==> src/rtl/inst_enc_pkg.sv <==
// Shared RV32I encoding constants, instruction-class enumeration and immediate limits
// for the streaming instruction encoder.
package inst_enc_pkg;

  typedef enum logic [2:0] {
    CLS_R      = 3'd0,
    CLS_LOAD   = 3'd1,
    CLS_STORE  = 3'd2,
    CLS_BRANCH = 3'd3,
    CLS_OPIMM  = 3'd4,
    CLS_JALR   = 3'd5,
    CLS_JAL    = 3'd6,
    CLS_RSVD   = 3'd7
  } inst_class_e;

  localparam logic [6:0] OP_R      = 7'b0110011;
  localparam logic [6:0] OP_LOAD   = 7'b0000011;
  localparam logic [6:0] OP_STORE  = 7'b0100011;
  localparam logic [6:0] OP_BRANCH = 7'b1100011;
  localparam logic [6:0] OP_OPIMM  = 7'b0010011;
  localparam logic [6:0] OP_JALR   = 7'b1100111;
  localparam logic [6:0] OP_JAL    = 7'b1101111;

  localparam int IMM12_MIN = -2048;
  localparam int IMM12_MAX = 2047;
  localparam int SHAMT_MAX = 31;
  localparam int BR_MIN    = -4096;
  localparam int BR_MAX    = 4094;
  localparam int JAL_MIN   = -1048576;
  localparam int JAL_MAX   = 1048574;

  typedef struct packed {
    logic        illegal;
    logic [31:0] inst;
  } enc_entry_t;

endpackage

==> src/rtl/inst_enc_fifo.sv <==
// Synchronous FIFO for encoded entries; pointers carry one extra wrap bit so that
// full and empty are distinguishable without a separate counter.
module inst_enc_fifo #(
  parameter int DEPTH = 4,
  parameter int W     = 33
) (
  input  logic         clk,
  input  logic         rst_n,
  input  logic         push_i,
  input  logic         pop_i,
  input  logic [W-1:0] din_i,
  output logic [W-1:0] dout_o,
  output logic         full_o,
  output logic         empty_o
);

  localparam int AW = $clog2(DEPTH);
  localparam logic [AW:0] PTR_ONE = {{AW{1'b0}}, 1'b1};

  logic [AW:0]  wr_ptr_q, rd_ptr_q;
  logic [W-1:0] mem_q [DEPTH];
  logic         do_push, do_pop;

  assign full_o  = (wr_ptr_q[AW] != rd_ptr_q[AW]) && (wr_ptr_q[AW-1:0] == rd_ptr_q[AW-1:0]);
  assign empty_o = (wr_ptr_q == rd_ptr_q);
  assign do_push = push_i && !full_o;
  assign do_pop  = pop_i && !empty_o;
  assign dout_o  = mem_q[rd_ptr_q[AW-1:0]];

  // Storage is cleared on reset so the head reads as zero until the first push.
  always_ff @(posedge clk or negedge rst_n) begin
    if (!rst_n) begin
      wr_ptr_q <= '0;
      rd_ptr_q <= '0;
      for (int i = 0; i < DEPTH; i++) mem_q[i] <= '0;
    end else begin
      if (do_push) begin
        mem_q[wr_ptr_q[AW-1:0]] <= din_i;
        wr_ptr_q <= wr_ptr_q + PTR_ONE;
      end
      if (do_pop) rd_ptr_q <= rd_ptr_q + PTR_ONE;
    end
  end

endmodule

==> src/rtl/inst_encoder.sv <==
// Streaming RV32I instruction encoder with a small output FIFO.
// Optional immediate range checking is enabled by defining INST_ENC_RANGE_CHECK_EN.
module inst_encoder
  import inst_enc_pkg::*;
#(
  parameter int FIFO_DEPTH = 4,
  parameter int CNT_W      = 16
) (
  input  logic             clk,
  input  logic             reset_n,
  input  logic             in_valid,
  output logic             in_ready,
  input  logic [2:0]       in_class,
  input  logic [4:0]       in_rd,
  input  logic [4:0]       in_rs1,
  input  logic [4:0]       in_rs2,
  input  logic [2:0]       in_funct3,
  input  logic [6:0]       in_funct7,
  input  logic [31:0]      in_imm,
  output logic             out_valid,
  input  logic             out_ready,
  output logic [31:0]      out_inst,
  output logic             out_illegal,
  output logic [CNT_W-1:0] emit_cnt,
  output logic             err_sticky
);

  localparam logic [CNT_W-1:0] CNT_ONE = {{(CNT_W-1){1'b0}}, 1'b1};

  inst_class_e      cls;
  logic             is_shift, range_bad;
  logic [11:0]      imm_i;
  enc_entry_t       enc_d, head;
  logic             full, empty, push, pop;
  logic [CNT_W-1:0] emit_cnt_q, emit_cnt_d;
  logic             err_sticky_q, err_sticky_d;

  assign cls      = inst_class_e'(in_class);
  assign is_shift = (cls == CLS_OPIMM) && (in_funct3[1:0] == 2'b01);
  assign imm_i    = is_shift ? {in_funct7, in_imm[4:0]} : in_imm[11:0];

`ifdef INST_ENC_RANGE_CHECK_EN
  logic signed [31:0] simm;
  assign simm = $signed(in_imm);

  always_comb begin
    range_bad = 1'b0;
    case (cls)
      CLS_LOAD, CLS_STORE, CLS_JALR: range_bad = (simm < IMM12_MIN) || (simm > IMM12_MAX);
      CLS_OPIMM: range_bad = is_shift ? ((simm < 0) || (simm > SHAMT_MAX))
                                      : ((simm < IMM12_MIN) || (simm > IMM12_MAX));
      CLS_BRANCH: range_bad = (simm < BR_MIN) || (simm > BR_MAX) || in_imm[0];
      CLS_JAL:    range_bad = (simm < JAL_MIN) || (simm > JAL_MAX) || in_imm[0];
      default:    range_bad = 1'b0;
    endcase
  end
`else
  logic unused_imm_hi;
  assign unused_imm_hi = ^in_imm[31:21];
  assign range_bad     = 1'b0;
`endif

  always_comb begin
    enc_d = '0;
    case (cls)
      CLS_R:      enc_d.inst = {in_funct7, in_rs2, in_rs1, in_funct3, in_rd, OP_R};
      CLS_LOAD:   enc_d.inst = {imm_i, in_rs1, in_funct3, in_rd, OP_LOAD};
      CLS_OPIMM:  enc_d.inst = {imm_i, in_rs1, in_funct3, in_rd, OP_OPIMM};
      CLS_JALR:   enc_d.inst = {imm_i, in_rs1, 3'b000, in_rd, OP_JALR};
      CLS_STORE:  enc_d.inst = {in_imm[11:5], in_rs2, in_rs1, in_funct3, in_imm[4:0], OP_STORE};
      CLS_BRANCH: enc_d.inst = {in_imm[12], in_imm[10:5], in_rs2, in_rs1, in_funct3,
                                in_imm[4:1], in_imm[11], OP_BRANCH};
      CLS_JAL:    enc_d.inst = {in_imm[20], in_imm[10:1], in_imm[11], in_imm[19:12], in_rd, OP_JAL};
      default:    enc_d.illegal = 1'b1;
    endcase
    if (range_bad) begin
      enc_d.illegal = 1'b1;
      enc_d.inst    = '0;
    end
  end

  // Handshake: a transfer happens on a rising edge where valid && ready; valid never
  // depends on ready, and in_ready reflects only FIFO fullness (no pass-through when full).
  assign in_ready  = !full;
  assign push      = in_valid && in_ready;
  assign out_valid = !empty;
  assign pop       = out_valid && out_ready;

  inst_enc_fifo #(
    .DEPTH (FIFO_DEPTH),
    .W     (33)
  ) u_fifo (
    .clk     (clk),
    .rst_n   (reset_n),
    .push_i  (push),
    .pop_i   (pop),
    .din_i   (enc_d),
    .dout_o  (head),
    .full_o  (full),
    .empty_o (empty)
  );

  assign out_inst    = head.inst;
  assign out_illegal = head.illegal;

  assign emit_cnt_d   = pop ? emit_cnt_q + CNT_ONE : emit_cnt_q;
  assign err_sticky_d = err_sticky_q | (push && enc_d.illegal);

  always_ff @(posedge clk or negedge reset_n) begin
    if (!reset_n) begin
      emit_cnt_q   <= '0;
      err_sticky_q <= 1'b0;
    end else begin
      emit_cnt_q   <= emit_cnt_d;
      err_sticky_q <= err_sticky_d;
    end
  end

  assign emit_cnt   = emit_cnt_q;
  assign err_sticky = err_sticky_q;

endmodule

==> config.mk <==
export PLATFORM = sky130hd
export DESIGN_NAME = inst_encoder
export DESIGN_NICKNAME = d
export VERILOG_FILES = /design/src/rtl/inst_enc_pkg.sv /design/src/rtl/inst_enc_fifo.sv /design/src/rtl/inst_encoder.sv
export SDC_FILE = /design/constraint.sdc
export NUM_CORES = 1
export LEC_CHECK = 0
export BUFFER_PORTS_ARGS = -buffer_cell sky130_fd_sc_hd__buf_2
export CORE_ASPECT_RATIO = 1.25
export CORE_MARGIN = 2
export CORE_UTILIZATION = 50
export DETAILED_ROUTE_END_ITERATION = 7
export MAX_ROUTING_LAYER = met4
export PLACE_DENSITY = 0.71
export SLEW_MARGIN = 30
export SYNTH_ARGS = -nofsm -noshare
export SYNTH_HDL_FRONTEND = slang
export SYNTH_HIERARCHICAL = 1
export SYNTH_SLANG_ARGS = --single-unit
export TNS_END_PERCENT = 5
==> constraint.sdc <==
create_clock -name clk -period 4.8 [get_ports clk]
set_input_delay 0.24 -clock clk [delete_from_list [all_inputs] [get_ports clk]]
set_output_delay 0.24 -clock clk [all_outputs]
set_load 0.02 [all_outputs]
---- After elaboration in Yosys (flattened, before gate mapping) ----
Cells that the tools add are included.
word-level totals
  input bits .............................. 64
  output and inout port bits .............. 52
  register bits after elaboration ......... 155
  logic and storage cells ................. 48
cells by class
  add/subtract/negate cells ............... 3
  muxes and demuxes ....................... 9
  $lt $le $gt $ge ......................... 3
  equality and inequality tests ........... 10
  reduce and logical (&&, ||, !) cells .... 12
  bitwise logic cells ..................... 3
operator list
  operator                                                               count
  32-bit one-hot mux with 7 select lines                                 1
  132-bit bitwise mux                                                    1
  33-bit two-way mux                                                     3
  33-bit binary-select mux with 2-bit select                             1
  33-bit demux with 2-bit select                                         1
  16-bit by 1-bit adder with 16-bit output, second input constant        1
  12-bit two-way mux                                                     1
  3-bit equality test, second input constant                             3
  1-bit logical AND                                                      8
  7-bit OR reduction                                                     1
  3-bit by 1-bit adder with 3-bit output, second input constant          2
  3-bit by 2-bit equality test with 1-bit output, second input constant  2
  3-bit >= comparator, second input constant                             2
  2-bit inverter with 3-bit output                                       2
  3-bit by 1-bit equality test with 1-bit output, second input constant  1
  3-bit equality test                                                    1
  3-bit zero test                                                        1
  3-bit by 1-bit < comparator with 1-bit output, second input constant   1
  2-bit by 1-bit equality test with 1-bit output, second input constant  1
  2-bit equality test                                                    1
  1-bit zero test                                                        2
  1-bit two-way mux                                                      1
  1-bit inequality test                                                  1
  1-bit OR                                                               1

---- Logic depth before layout (Yosys ltp) ----
  word-level depth ........................ 6
  depth in mapped cells ................... 10

---- By module ----
Netlist, hierarchy kept.
modules (own cells, without submodules)
  module         sequential area each (um^2)  area each (um^2)  cells an instance  instances
  inst_enc_fifo  3,453.3                      6,701.4           363                1
  inst_encoder   425.4                        1,365.1           157                1

---- Worst setup path after synthesis ----
No wires, ideal clock.
  kind .................................... register to register
  start point ............................. reg u_fifo.rd_ptr_q[0]
  end point ............................... reg u_fifo/mem_q[10] (netlist bit)
  path slack .............................. 2.425 ns
  setup time .............................. 0.125 ns
  data arrival time ....................... 2.250 ns
  cell stages (with the launch flop) ...... 10
  cell sequence ........................... dfrtp_1 -> buf_2 -> xor2_1 -> nor2_1 -> nor2b_1 -> buf_1 -> nand2_1 -> a31oi_4 -> buf_6 -> mux2_4
between the ends
  cells in the longest elaborated chain, start to end .. 5
ends and longest elaborated chain
  what                           line                 source
  start, declared                inst_enc_fifo.sv:20  logic [AW:0] wr_ptr_q, rd_ptr_q;
  start signal, assigned         inst_enc_fifo.sv:41  if (do_pop) rd_ptr_q <= rd_ptr_q + PTR_ONE;
  2-bit equality test            inst_enc_fifo.sv:24  assign full_o = (wr_ptr_q[AW] != rd_ptr_q[AW]) && (wr_ptr_q[AW-1:0] == rd_ptr_q[AW-1:0]);
  1-bit logical AND              inst_enc_fifo.sv:24
  via full                       inst_encoder.sv:34   logic full, empty, push, pop;
  1-bit zero test                inst_encoder.sv:84   assign in_ready = !full;
  1-bit logical AND              inst_encoder.sv:85   assign push = in_valid && in_ready;
  via push                       inst_encoder.sv:34
  1-bit logical AND              inst_enc_fifo.sv:26  assign do_push = push_i && !full_o;
  end signal, assigned by index  inst_enc_fifo.sv:38  mem_q[wr_ptr_q[AW-1:0]] <= din_i;
  end, declared                  inst_enc_fifo.sv:21  logic [W-1:0] mem_q [DEPTH];
The timed path passes the listed nets, and every way through them passes these cells.
A chain may end at the register's enable or synchronous reset.

---- Final worst setup path ----
  start point ............................. reg u_fifo.wr_ptr_q[0]
  end point ............................... reg u_fifo/mem_q[33] (netlist bit)
RTL lines
  what                    line                 source
  start, declared         inst_enc_fifo.sv:20
  start signal, assigned  inst_enc_fifo.sv:39  wr_ptr_q <= wr_ptr_q + PTR_ONE;
  2-bit equality test     inst_enc_fifo.sv:24
  1-bit logical AND       inst_enc_fifo.sv:24
  via full                inst_encoder.sv:34
  1-bit zero test         inst_encoder.sv:84
  1-bit logical AND       inst_encoder.sv:85
  via push                inst_encoder.sv:34
  1-bit logical AND       inst_enc_fifo.sv:26
The timed path passes the listed nets, and every way through them passes these cells.

==> impl_metrics.env <==
export IMPL_run_status="finished, final reports clean"
export IMPL_grt_pass1_vias=5198
export IMPL_firstDrtPassIters=4
export IMPL_synth_largest_area_cell="dfrtp_1"
export IMPL_clkSlewWorstSetupHoldPaths_ns=0.06
export IMPL_cts_buffers=17
export IMPL_drt_wl_total_mm=17.6
export IMPL_syn_nets=590
export IMPL_cts_tree="yes"
export IMPL_coreArea_um2=15700
export IMPL_antenna_found_initial=0
export IMPL_p_leak_nw=4.24
export IMPL_worst_pin_slew_ns=0.878
export IMPL_die_x_um=118
export IMPL_maxSlewHeadroom_pct=41.5
export IMPL_area_growth_pct=15.5
export IMPL_syn_mean_instance_area_um2=15.5
export IMPL_rsz0062_at_grt="no"
export IMPL_top_usage_layer="met2"
export IMPL_drv_slew=0
export IMPL_ant_nets=0
export IMPL_wl_per_cell_um=20.8
export IMPL_power_mw=6.93
export IMPL_irDropWorstVdd_mv=0.320
export IMPL_period_needed_ns=3.31
export IMPL_via_count=4828
export IMPL_routabilityCongestion=0.817
export IMPL_drc=0
export IMPL_ys_flop_type="dfrtp_1"
export IMPL_die_area_um2=17200
export IMPL_antenna_cells=0
export IMPL_die_h_um=146
export IMPL_met1_usage_pct=29.7
export IMPL_fin_crit_sh_pct=68.9
export IMPL_grt_ovfl_total=0
export IMPL_synth_enable_flop_cells=0
export IMPL_crit_arrival_ns=3.62
export IMPL_fmax_ghz=0.302
export IMPL_critical_path_required_ns=5.11
export IMPL_syn_cell_area_um2=8070
export IMPL_use_met2_pct=33.8
export IMPL_max_cap_violations=0
export IMPL_final_setup_tns_ns=0
export IMPL_synth_area_leaders="dfrtp_1, mux2_4, mux4_2"
export IMPL_path_class="reg -> reg"
export IMPL_postSynthCellCount=520
export IMPL_start_util_pct=51.4
export IMPL_async_reset_ff_share_pct=100
export IMPL_routed_via_density=5.70
export IMPL_setup_violations=0
export IMPL_pin_count=116
export IMPL_nFillCells=1229
export IMPL_grt_pass1_wl_mm=29.0
export IMPL_clock_sinks=155
export IMPL_grt_usage_pct=22.2
export IMPL_yosysTopAreaCellShare_pct=48.1
export IMPL_drive_above_1_share_pct=51.8
export IMPL_port_buffers=104
export IMPL_nets=692
export IMPL_clock_latency_ns=0.43
export IMPL_ys_ff_latch=155
export IMPL_drt_iter0_drc=340
export IMPL_ctsRootBufferMaster="clkbuf_16"
export IMPL_yosysUniqueCellTypes=49
export IMPL_critPathLaunchType="flip-flop"
export IMPL_clockBufferDepth=2
export IMPL_grt_max_degree=110
export IMPL_yosys_warnings=6
export IMPL_cp_end_kind="flip-flop"
export IMPL_dp_hpwl_mm=11.2
export IMPL_grt_use_met3_pct=4.84
export IMPL_finClkSkew_ns=0.00675
export IMPL_seq_area_frac_synth_pct=48.1
export IMPL_hold_viol_final=0
export IMPL_power_per_cell_area_nw_per_um2=744
export IMPL_hold_class="in -> reg"
export IMPL_std_cell_rows=51
export IMPL_critPathMaxFanout=28
export IMPL_cts_htree_levels=4
## cell families after synthesis
kind of cell | after synthesis | share of synthesized area, %
adder cells (fa/ha/maj) | 6 | 0.931
flip-flops | 155 | 48.1
AND/OR/NAND/NOR | 68 | 4.76
XOR/XNOR | 24 | 3.16
multiplexers | 177 | 34.7
buffers and inverters | 39 | 3.15
AO/OA/AOI/OAI | 51 | 5.20
## worst max-delay path, cell delays in order, from the launching register on
cell and delay (ns):
dfrtp_1 0.53, xor2_1 0.39, nor2_1 0.15, nor2b_1 0.54, nand2_1 0.19, a31oi_4 0.37, buf_4 0.59, mux2_2 0.40
## stage by stage
step	hold slack (ns)	utilization, %	setup slack (ns)	std cells	area (um2)
final	0.239	59.4	1.49	847	9320
after global routing	0.256	59.4	1.23	847	9320
after CTS	0.225	59.4	1.50	847	9320
after detailed placement	0.445	55.5	1.50	814	8710
after global placement	0.411	55.5	1.61	814	8710
after floorplan	-0.0556	-	2.43	520	8070
## sequential cells by signal, summed over array words and instances (netlist names)
name,count
emit_cnt,16
err_sticky,1
u_fifo/mem_q,132
u_fifo/rd_ptr_q,3
u_fifo/wr_ptr_q,3
## area by class of cell
| class | count | area, um2 | share of cell area, % |
|---|---|---|---|
| clock buffers | 21 | 450 | 4.83 |
| clock inverters | 11 | 144 | 1.54 |
| inverters | 9 | 33.8 | 0.362 |
| multi-input cells | 326 | 3930 | 42.2 |
| flip-flops and latches | 155 | 3880 | 41.6 |
| well taps | 212 | 265 | 2.85 |
| repair buffers | 113 | 612 | 6.56 |
## report_power, final
group	internal (mW)	switching (mW)	total, mW	leakage (nW)
combinational	1.75	1.55	3.30	2.07
clock	0.829	0.526	1.36	0.279
sequential	1.89	0.383	2.28	1.89
## worst paths after layout
check | from | end | slack [ns] | cells after the start
min | out_ready | emit_cnt[2] | 0.24 | 3
min in group asynchronous | reset_n | u_fifo/mem_q[99] | 0.45 | 2
max | u_fifo/wr_ptr_q[0] | u_fifo/mem_q[33] | 1.49 | 7
max reg2reg | u_fifo/wr_ptr_q[0] | u_fifo/mem_q[33] | 1.49 | 7
min reg2reg | emit_cnt[15] | emit_cnt[15] | 0.47 | 1
max in group asynchronous | reset_n | u_fifo/rd_ptr_q[0] | 3.08 | 3
## timing repair
action | CTS | global route
gates resized for setup | 0 | 0
setup buffers | 0 | 0
hold buffers | 1 | 0
hold endpoints to repair | 23 | 0
## routing by layer
metal / vias to the layer above / routed length (um)
li1: 2115 / -
met1: 2524 / 7870
met2: 157 / 8500
met3: 32 / 906
met4: 0 / 366
met5: - / 0
## cells in the mapped netlist, types with 3 or more instances
master and number:
buf_2 11, inv_1 8, mux4_2 33, dfrtp_1 155, nor2b_1 8, nand2_1 14
mux2_2 16, clkbuf_1 5, and3_1 3, xnor2_1 12, mux2_4 119, a22o_1 4
nor3_1 4, o2bb2ai_1 3, nor2_2 4, o21ai_0 14, mux2i_1 9, ha_1 6
a21oi_1 5, a31oi_4 4, nand2b_1 6, xor2_1 9, nor2_1 15, nand3_1 6
buf_6 12, a22oi_1 9
## cell usage in the layout (no fill, tap or decap), types with 5 or more instances in the layout
master | synthesis | final
dfrtp_1 | 155 | 153
mux2_4 | 119 | 119
buf_2 | 11 | 103
mux4_2 | 33 | 33
clkbuf_16 | 0 | 17
mux2_2 | 16 | 16
nor2_1 | 15 | 15
nand2_1 | 14 | 14
o21ai_0 | 14 | 14
xnor2_1 | 12 | 12
a22oi_1 | 9 | 9
mux2i_1 | 9 | 9
xor2_1 | 9 | 9
inv_1 | 8 | 8
nor2b_1 | 8 | 8
buf_4 | 1 | 7
nand2b_1 | 6 | 6
nand3_1 | 6 | 6
ha_1 | 6 | 6
a21oi_1 | 5 | 5
(Power assumes the default switching activity.)
